$ cat config.mk
export PLATFORM = sky130hd
export DESIGN_NAME = ex_mem_stage_flat
export DESIGN_NICKNAME = d
export VERILOG_FILES = /design/src/rtl/cpu_pkg.sv /design/src/rtl/ex_mem_stage_if.sv /design/src/rtl/ex_mem_stage_branch_resolve.sv /design/src/rtl/ex_mem_stage.sv /design/src/flat_wrapper.sv
export SDC_FILE = /design/constraint.sdc
export NUM_CORES = 1
export LEC_CHECK = 0
export CAP_MARGIN = 30
export CORE_MARGIN = 2
export CORE_UTILIZATION = 43
export DETAILED_ROUTE_END_ITERATION = 7
export PLACE_DENSITY = 0.9
export SLEW_MARGIN = 20
export SYNTH_ARGS = -nofsm -noshare
export SYNTH_HDL_FRONTEND = slang
export SYNTH_SLANG_ARGS = --single-unit
$ cat constraint.sdc
create_clock -name clk -period 1.5 [get_ports clk]
set_input_delay 0.15 -clock clk [delete_from_list [all_inputs] [get_ports clk]]
set_output_delay 0.15 -clock clk [all_outputs]
set_load 0.05 [all_outputs]
$ cat src/rtl/cpu_pkg.sv
// Shared definitions for the pipelined MIPS core: datapath widths, exception
// vector, MEM-stage control bundle and branch-type encoding.
package cpu_pkg;

    localparam int XLEN = 32;
    localparam int REGW = 5;
    localparam logic [XLEN-1:0] EXC_VECTOR = 32'h8000_0180;

    typedef struct packed {
        logic regwrite;
        logic memread;
        logic memwrite;
    } mem_ctl_t;

    // {bne, beq}; both set is malformed and never redirects
    typedef enum logic [1:0] {
        BR_NONE    = 2'b00,
        BR_EQ      = 2'b01,
        BR_NE      = 2'b10,
        BR_INVALID = 2'b11
    } br_type_e;

    function automatic br_type_e br_decode(input logic beq, input logic bne);
        return br_type_e'({bne, beq});
    endfunction

endpackage

$ cat src/rtl/ex_mem_stage_if.sv
// EX -> MEM stage bus. Optional OVERFLOW_TRAP_EN adds ex_ovf / mem_exc.
interface ex_mem_stage_if;
    import cpu_pkg::*;

    logic            ex_valid;
    logic [XLEN-1:0] ex_alu_out;
    logic            ex_alu_z;
    logic [XLEN-1:0] ex_store_data;
    logic [REGW-1:0] ex_wreg;
    logic            ex_regwrite;
    logic            ex_memread;
    logic            ex_memwrite;
    logic            ex_beq;
    logic            ex_bne;
    logic [XLEN-1:0] ex_br_target;
`ifdef OVERFLOW_TRAP_EN
    logic            ex_ovf;
    logic            mem_exc;
`endif
    logic            mem_valid;
    logic [XLEN-1:0] mem_alu_out;
    logic [XLEN-1:0] mem_store_data;
    logic [REGW-1:0] mem_wreg;
    logic            mem_regwrite;
    logic            mem_memread;
    logic            mem_memwrite;
    logic            pc_src;
    logic [XLEN-1:0] pc_target;
    logic            fwd_valid;

    modport master (
        output ex_valid, ex_alu_out, ex_alu_z, ex_store_data, ex_wreg,
               ex_regwrite, ex_memread, ex_memwrite, ex_beq, ex_bne, ex_br_target,
`ifdef OVERFLOW_TRAP_EN
        output ex_ovf,
        input  mem_exc,
`endif
        input  mem_valid, mem_alu_out, mem_store_data, mem_wreg, mem_regwrite,
               mem_memread, mem_memwrite, pc_src, pc_target, fwd_valid
    );

    modport slave (
        input  ex_valid, ex_alu_out, ex_alu_z, ex_store_data, ex_wreg,
               ex_regwrite, ex_memread, ex_memwrite, ex_beq, ex_bne, ex_br_target,
`ifdef OVERFLOW_TRAP_EN
        input  ex_ovf,
        output mem_exc,
`endif
        output mem_valid, mem_alu_out, mem_store_data, mem_wreg, mem_regwrite,
               mem_memread, mem_memwrite, pc_src, pc_target, fwd_valid
    );

endinterface

$ cat src/rtl/ex_mem_stage_branch_resolve.sv
// Combinational branch resolution from the ALU zero flag; with OVERFLOW_TRAP_EN
// an overflow trap overrides the branch and redirects to EXC_VECTOR.
module branch_resolve
    import cpu_pkg::*;
(
    input  logic            valid,
    input  logic            beq,
    input  logic            bne,
    input  logic            z,
    input  logic [XLEN-1:0] br_target,
`ifdef OVERFLOW_TRAP_EN
    input  logic            exc,
`endif
    output logic            redirect,
    output logic [XLEN-1:0] target
);

    br_type_e br_type;
    logic     taken;

    always_comb begin
        br_type = br_decode(beq, bne);
        taken   = 1'b0;
        unique case (br_type)
            BR_EQ:   taken = valid & z;
            BR_NE:   taken = valid & ~z;
            default: taken = 1'b0;
        endcase
    end

`ifdef OVERFLOW_TRAP_EN
    assign redirect = taken | exc;
    assign target   = exc ? EXC_VECTOR : br_target;
`else
    assign redirect = taken;
    assign target   = br_target;
`endif

endmodule

$ cat src/rtl/ex_mem_stage.sv
// EX/MEM pipeline register: captures the ALU result and MEM controls, issues a
// one-cycle PC redirect for taken branches. Optional feature: OVERFLOW_TRAP_EN.
module ex_mem_stage
    import cpu_pkg::*;
(
    input  logic clk,
    input  logic rst_n,
    input  logic stall,
    input  logic flush,
    ex_mem_stage_if.slave bus
);

    logic            mem_valid_q;
    mem_ctl_t        ctl_q;
    logic [XLEN-1:0] alu_q;
    logic [XLEN-1:0] store_q;
    logic [REGW-1:0] wreg_q;
    logic            pc_src_q;
    logic [XLEN-1:0] pc_target_q;
    logic            exc_q;

    logic            trap;
    logic            redirect;
    logic [XLEN-1:0] redirect_target;
    mem_ctl_t        cap_ctl;

`ifdef OVERFLOW_TRAP_EN
    assign trap = bus.ex_valid & bus.ex_ovf;
`else
    assign trap = 1'b0;
`endif

    branch_resolve u_branch (
        .valid     (bus.ex_valid),
        .beq       (bus.ex_beq),
        .bne       (bus.ex_bne),
        .z         (bus.ex_alu_z),
        .br_target (bus.ex_br_target),
`ifdef OVERFLOW_TRAP_EN
        .exc       (trap),
`endif
        .redirect  (redirect),
        .target    (redirect_target)
    );

    // A trapping instruction must not touch the register file or memory;
    // writes to r0 are dropped here so forwarding never sees them.
    always_comb begin
        cap_ctl.regwrite = bus.ex_valid & bus.ex_regwrite & (bus.ex_wreg != '0) & ~trap;
        cap_ctl.memread  = bus.ex_valid & bus.ex_memread & ~trap;
        cap_ctl.memwrite = bus.ex_valid & bus.ex_memwrite & ~trap;
    end

    always_ff @(posedge clk or negedge rst_n) begin
        if (!rst_n) begin
            mem_valid_q <= 1'b0;
            ctl_q       <= '0;
            alu_q       <= '0;
            store_q     <= '0;
            wreg_q      <= '0;
            pc_src_q    <= 1'b0;
            pc_target_q <= '0;
            exc_q       <= 1'b0;
        end else if (flush) begin
            mem_valid_q <= 1'b0;
            ctl_q       <= '0;
            pc_src_q    <= 1'b0;
            exc_q       <= 1'b0;
        end else if (stall) begin
            // redirect already went out; repeating it would re-squash the front end
            pc_src_q    <= 1'b0;
        end else begin
            mem_valid_q <= bus.ex_valid;
            ctl_q       <= cap_ctl;
            alu_q       <= bus.ex_alu_out;
            store_q     <= bus.ex_store_data;
            wreg_q      <= bus.ex_wreg;
            pc_src_q    <= redirect;
            pc_target_q <= redirect_target;
            exc_q       <= trap;
        end
    end

    assign bus.mem_valid      = mem_valid_q;
    assign bus.mem_alu_out    = alu_q;
    assign bus.mem_store_data = store_q;
    assign bus.mem_wreg       = wreg_q;
    assign bus.mem_regwrite   = ctl_q.regwrite;
    assign bus.mem_memread    = ctl_q.memread;
    assign bus.mem_memwrite   = ctl_q.memwrite;
    assign bus.pc_src         = pc_src_q;
    assign bus.pc_target      = pc_target_q;
    // load data only arrives at the end of MEM, so loads are not forwardable yet
    assign bus.fwd_valid      = mem_valid_q & ctl_q.regwrite & ~ctl_q.memread;
`ifdef OVERFLOW_TRAP_EN
    assign bus.mem_exc        = exc_q;
`else
    logic unused_exc;
    assign unused_exc = exc_q;
`endif

endmodule

$ cat src/flat_wrapper.sv
// flat-port wrapper written by rule: the top's interface ports become plain ports
module ex_mem_stage_flat import cpu_pkg::*;
  (clk, rst_n, stall, flush, bus_ex_valid, bus_ex_alu_out, bus_ex_alu_z, bus_ex_store_data, bus_ex_wreg, bus_ex_regwrite, bus_ex_memread, bus_ex_memwrite, bus_ex_beq, bus_ex_bne, bus_ex_br_target, bus_mem_valid, bus_mem_alu_out, bus_mem_store_data, bus_mem_wreg, bus_mem_regwrite, bus_mem_memread, bus_mem_memwrite, bus_pc_src, bus_pc_target, bus_fwd_valid);
  ex_mem_stage_if bus_i ();
  input  logic clk;
  input  logic rst_n;
  input  logic stall;
  input  logic flush;
  input wire logic [$bits(bus_i.ex_valid)-1:0] bus_ex_valid;
  input wire logic [$bits(bus_i.ex_alu_out)-1:0] bus_ex_alu_out;
  input wire logic [$bits(bus_i.ex_alu_z)-1:0] bus_ex_alu_z;
  input wire logic [$bits(bus_i.ex_store_data)-1:0] bus_ex_store_data;
  input wire logic [$bits(bus_i.ex_wreg)-1:0] bus_ex_wreg;
  input wire logic [$bits(bus_i.ex_regwrite)-1:0] bus_ex_regwrite;
  input wire logic [$bits(bus_i.ex_memread)-1:0] bus_ex_memread;
  input wire logic [$bits(bus_i.ex_memwrite)-1:0] bus_ex_memwrite;
  input wire logic [$bits(bus_i.ex_beq)-1:0] bus_ex_beq;
  input wire logic [$bits(bus_i.ex_bne)-1:0] bus_ex_bne;
  input wire logic [$bits(bus_i.ex_br_target)-1:0] bus_ex_br_target;
  output wire logic [$bits(bus_i.mem_valid)-1:0] bus_mem_valid;
  output wire logic [$bits(bus_i.mem_alu_out)-1:0] bus_mem_alu_out;
  output wire logic [$bits(bus_i.mem_store_data)-1:0] bus_mem_store_data;
  output wire logic [$bits(bus_i.mem_wreg)-1:0] bus_mem_wreg;
  output wire logic [$bits(bus_i.mem_regwrite)-1:0] bus_mem_regwrite;
  output wire logic [$bits(bus_i.mem_memread)-1:0] bus_mem_memread;
  output wire logic [$bits(bus_i.mem_memwrite)-1:0] bus_mem_memwrite;
  output wire logic [$bits(bus_i.pc_src)-1:0] bus_pc_src;
  output wire logic [$bits(bus_i.pc_target)-1:0] bus_pc_target;
  output wire logic [$bits(bus_i.fwd_valid)-1:0] bus_fwd_valid;
  assign bus_i.ex_valid = bus_ex_valid;
  assign bus_i.ex_alu_out = bus_ex_alu_out;
  assign bus_i.ex_alu_z = bus_ex_alu_z;
  assign bus_i.ex_store_data = bus_ex_store_data;
  assign bus_i.ex_wreg = bus_ex_wreg;
  assign bus_i.ex_regwrite = bus_ex_regwrite;
  assign bus_i.ex_memread = bus_ex_memread;
  assign bus_i.ex_memwrite = bus_ex_memwrite;
  assign bus_i.ex_beq = bus_ex_beq;
  assign bus_i.ex_bne = bus_ex_bne;
  assign bus_i.ex_br_target = bus_ex_br_target;
  assign bus_mem_valid = bus_i.mem_valid;
  assign bus_mem_alu_out = bus_i.mem_alu_out;
  assign bus_mem_store_data = bus_i.mem_store_data;
  assign bus_mem_wreg = bus_i.mem_wreg;
  assign bus_mem_regwrite = bus_i.mem_regwrite;
  assign bus_mem_memread = bus_i.mem_memread;
  assign bus_mem_memwrite = bus_i.mem_memwrite;
  assign bus_pc_src = bus_i.pc_src;
  assign bus_pc_target = bus_i.pc_target;
  assign bus_fwd_valid = bus_i.fwd_valid;
  ex_mem_stage u_core (.clk(clk), .rst_n(rst_n), .stall(stall), .flush(flush), .bus(bus_i));
endmodule
======== After elaboration in Yosys (flattened, before gate mapping) ========
Cells that the tools add are included.
cells by class
  muxes and demuxes ....................... 7
  bitwise logic cells ..................... 12
  reduce and logical (&&, ||, !) cells .... 2
  equality and inequality tests ........... 3
operators by type and width
  operator                                        number
  bitwise AND 1 bit                               8
  2-to-1 mux 3 bit                                2
  nonzero test 5 bit                              1
  2-to-1 mux 1 bit                                4
  inverter 1 bit                                  4
  == test 2 x 1 -> 1 bit (second input constant)  1
  == test 2 bit (second input constant)           1
  != test 2 x 1 -> 1 bit (second input constant)  1
  one-hot mux 1 bit (2 select lines)              1
  AND reduction 2 bit                             1
storage, ports and cells
  bits of input ports ..................... 112
  flip-flop bits (word level) ............. 106
  output and inout bits ................... 107
  logic and storage cells ................. 33

======== Logic depth before layout (Yosys ltp) ========
  depth in word-level cells ............... 5
  depth in mapped cells ................... 5
  mapped depth without buffers ............ 4

======== Cells and area by module ========
From an unflattened synthesis, not the netlist that was laid out.
unflattened totals
  cells, all modules ...................... 270
  area, all modules ....................... 4518.1 um^2
by module, submodules not included
  module          cells each  area an instance (um^2)  seq. area each (um^2)  times used
  ex_mem_stage    234         4240.3                   2652.5                 1
  branch_resolve  36          277.8                    0.0                    1

======== Worst setup path after synthesis ========
Ideal clock, no wire load.
  kind .................................... flip-flop to output port
  start ................................... reg u_core.mem_valid_q (netlist: u_core.bus.mem_valid)
  end ..................................... out bus_fwd_valid
  cell stages (with the launch flop) ...... 3
  buffers on the path ..................... 0
  arrival time ............................ 1.383 ns
  setup slack ............................. -0.033 ns
  required time ........................... 1.350 ns
  cell sequence ........................... dfrtp_1 -> nand2_1 -> nor2_1
between the ends
  longest elaborated chain between the ends .. 2
ends and longest elaborated chain
  element                          line                source
  from (decl)                      ex_mem_stage.sv:13  logic mem_valid_q;
  from (signal assigned)           ex_mem_stage.sv:73  mem_valid_q <= bus.ex_valid;
  bitwise AND 1 bit (2 in series)  ex_mem_stage.sv:94  assign bus.fwd_valid = mem_valid_q & ctl_q.regwrite & ~ctl_q.memread;
  to (decl)                        flat_wrapper.sv:29  output wire logic [$bits(bus_i.fwd_valid)-1:0] bus_fwd_valid;
Every way passes these cells.

======== Final worst setup path ========
  start ................................... reg u_core.ctl_q, in the netlist u_core.bus.mem_regwrite
  end ..................................... out bus_fwd_valid
between the ends
  longest elaborated chain between the ends .. 2
ends and longest elaborated chain
  element                          line                source
  from (decl)                      ex_mem_stage.sv:14  mem_ctl_t ctl_q;
  from (signal assigned)           ex_mem_stage.sv:74  ctl_q <= cap_ctl;
  bitwise AND 1 bit (2 in series)  ex_mem_stage.sv:94
Every way passes these cells.

==> out/metrics.yaml <==
status: "finished clean"
antenna_found_initial: 0
boundaryPins: 219
grt_pass1_wl_um: 17200
post-route-min-period_ns: 1.28
leakagePower_nw: 3.10
register_area_um2: 2650
avgSynthCellArea_um2: 18.0
fmax_ghz: 0.783
async_flop_share: 1.00
syn_area_um2: 4270
setup_violations: 0
fin_worst_skew_ns: 0
p_total_mw: 8.65
synthDistinctLibCells: 18
layout_setup_ws_ns: 0.223
grtUsageTotal: 0.202
ys_top_cells_by_count: "dfrtp_1 (106), mux2_4 (68), mux2_2 (33)"
yosysMostFrequentCell: "dfrtp_1"
clk_pin_slew_ns: 0.10
multi_input_area_um2: 1520
required_ns: 1.35
powerDensity_nw_per_um2: 1300
path_class: "reg -> out"
numCtsBuffers: 9
rsz0062_at_grt: "no"
grt_max_degree: 102
syn_to_final_growth_pct: 56.3
grt_pass1_vias: 3235
critPathMaxFanout: 3
dpl.hpwl_um: 7780
fp.dieW_um: 104
cts_buffer_depth: 2
wl_per_cell_um: 17.3
ir_worst_vdd_mv: 0.837
die-area_um2: 10700
start_util: 0.441
layout.nets: 584
drt_pass1_iterations: 4
coreArea_um2: 9680
slew_headroom: 0.647
syn-num-nets: 350
maxCapViolCount: 0
num_vias: 2880
final_layout_size_suffix_gt1_frac: 0.508
reg2reg_setup_slack_ns: 0.70
root_buffer: "clkbuf_8"
placementRows: 36
synth.ff_latch_count: 106
synth_cells: 237
hold_buffers: 1
yosysSeqAreaShare: 0.621
avgViaCountPerCell: 4.73
critPathArrivalTime_ns: 1.13
endpoint_kind: "primary output"
slew_viol_final: 0
cts_resized: 0
wirelength_um: 10600
drtAntennaViolNets: 0
yosys_warnings: 0
h-tree-depth: 3
clock_latency_ns: 0.36
die_y_um: 104
tightest_slew_ns: 0.529
io_buffers: 218
ys.flop_type: "dfrtp_1"
clock_sinks: 106
postCtsSetupBuffers: 0
drcViolationCount: 0
period_share: 0.851
fill_cells: 671
gp_congestion: 0.799
worstSetupStartpointType: "flop"
synth_area_leaders: "dfrtp_1 (62%), mux2_4 (24%), mux2_2 (8.7%), buf_6 (2.1%), buf_2 (0.35%)"
drt_iter0_drc: 65
pre_cts_slack_ns: -0.109
cts_tree: "built"
hold_class: "in -> async"
diodes: 0
finalHoldViolations: 0
grt-ovfl-total: 0
post-synth-top-area-cell: "dfrtp_1"
synth-edff-count: 0
tns_ns: 0
r2r_cells: 1
synth_top_area_frac: 0.621
## cell usage in the layout, fill, tap and decap left out
cell,count
xor2_1,1
clkbuf_8,11
inv_1,1
o2111ai_1,1
a22oi_1,1
nor2b_1,1
and4b_1,1
nand3b_1,2
dfrtp_1,106
or4_1,1
nor2_4,1
mux2_4,68
a21oi_1,2
mux2_2,33
nand2_1,3
nor2_2,1
buf_12,7
bufinv_16,1
dlygate4sd3_1,1
clkdlybuf4s50_1,110
buf_4,116
ha_1,1
clkinv_4,2
clkinvlp_4,2
nor2_1,2
## worst max-delay path, stage by stage, from the launching register on
cell and delay, ns:
dfrtp_1 0.40, nand2_1 0.08, nor2_2 0.14, buf_12 0.15
## cells by family (layout without fill, tap and decap cells)
logic type,Yosys count,after routing,share of synthesized area
AOI/OAI and AO/OA,4,4,0.00616
and+or+nand+nor,12,12,0.0158
xor gates and xnor gates,1,1,0.00205
muxes,101,101,0.326
DFF,106,106,0.621
adders and majority gates,1,1,0.00293
buffers and inverters,12,251,0.0255
## path summary, 6_finish.rpt
check	from	endpoint
max	u_core.bus.mem_regwrite	bus_fwd_valid
min	rst_n	u_core.bus.mem_store_data[17]
max reg2reg	u_core.bus.mem_store_data[20]	u_core.bus.mem_store_data[20]
min reg2reg	u_core.bus.pc_target[31]	u_core.bus.pc_target[31]
max in group asynchronous	rst_n	u_core.bus.pc_target[17]
min in group clk	bus_ex_memread	u_core.bus.mem_memread
## sequential cells by signal (all words and copies together) (netlist names)
name,flops
u_core.bus.pc_src,1
u_core.bus.mem_regwrite,1
u_core.bus.mem_memwrite,1
u_core.bus.mem_alu_out,32
u_core.bus.pc_target,32
u_core.bus.mem_memread,1
u_core.bus.mem_valid,1
u_core.bus.mem_wreg,5
u_core.bus.mem_store_data,32
## area by class of cell
type | instances | area share
flip-flops and latches | 106 | 0.397
repair buffers | 234 | 0.318
multi-input cells | 119 | 0.227
well taps | 133 | 0.0249
clock buffers | 11 | 0.0227
clock inverters | 5 | 0.00937
inverters | 1 | 0.000562
## per-layer routing
metal,vias to the layer above,track usage,part of all wire
li1,1294,-,-
met1,1442,0.240,0.39
met2,126,0.351,0.52
met3,18,0.0560,0.065
met4,0,0.0753,0.020
met5,-,0,0
## per-stage QoR
stage                     utilization  cell area, µm²  hold slack, ns  cells
after global routing            0.689            6670           0.115    609
after detailed placement        0.666            6450         -0.0335    592
after floorplan                     -            4270          -0.146    237
after CTS                       0.689            6670          0.0965    609
after global placement          0.666            6450         -0.0367    592
final                           0.689            6670           0.127    609
## where the power goes
| group | internal, mW | switching (mW) |
|---|---|---|
| registers | 3.26 | 0.247 |
| clock network | 0.869 | 0.984 |
| logic | 1.31 | 1.98 |
(Power assumes the default switching activity.)
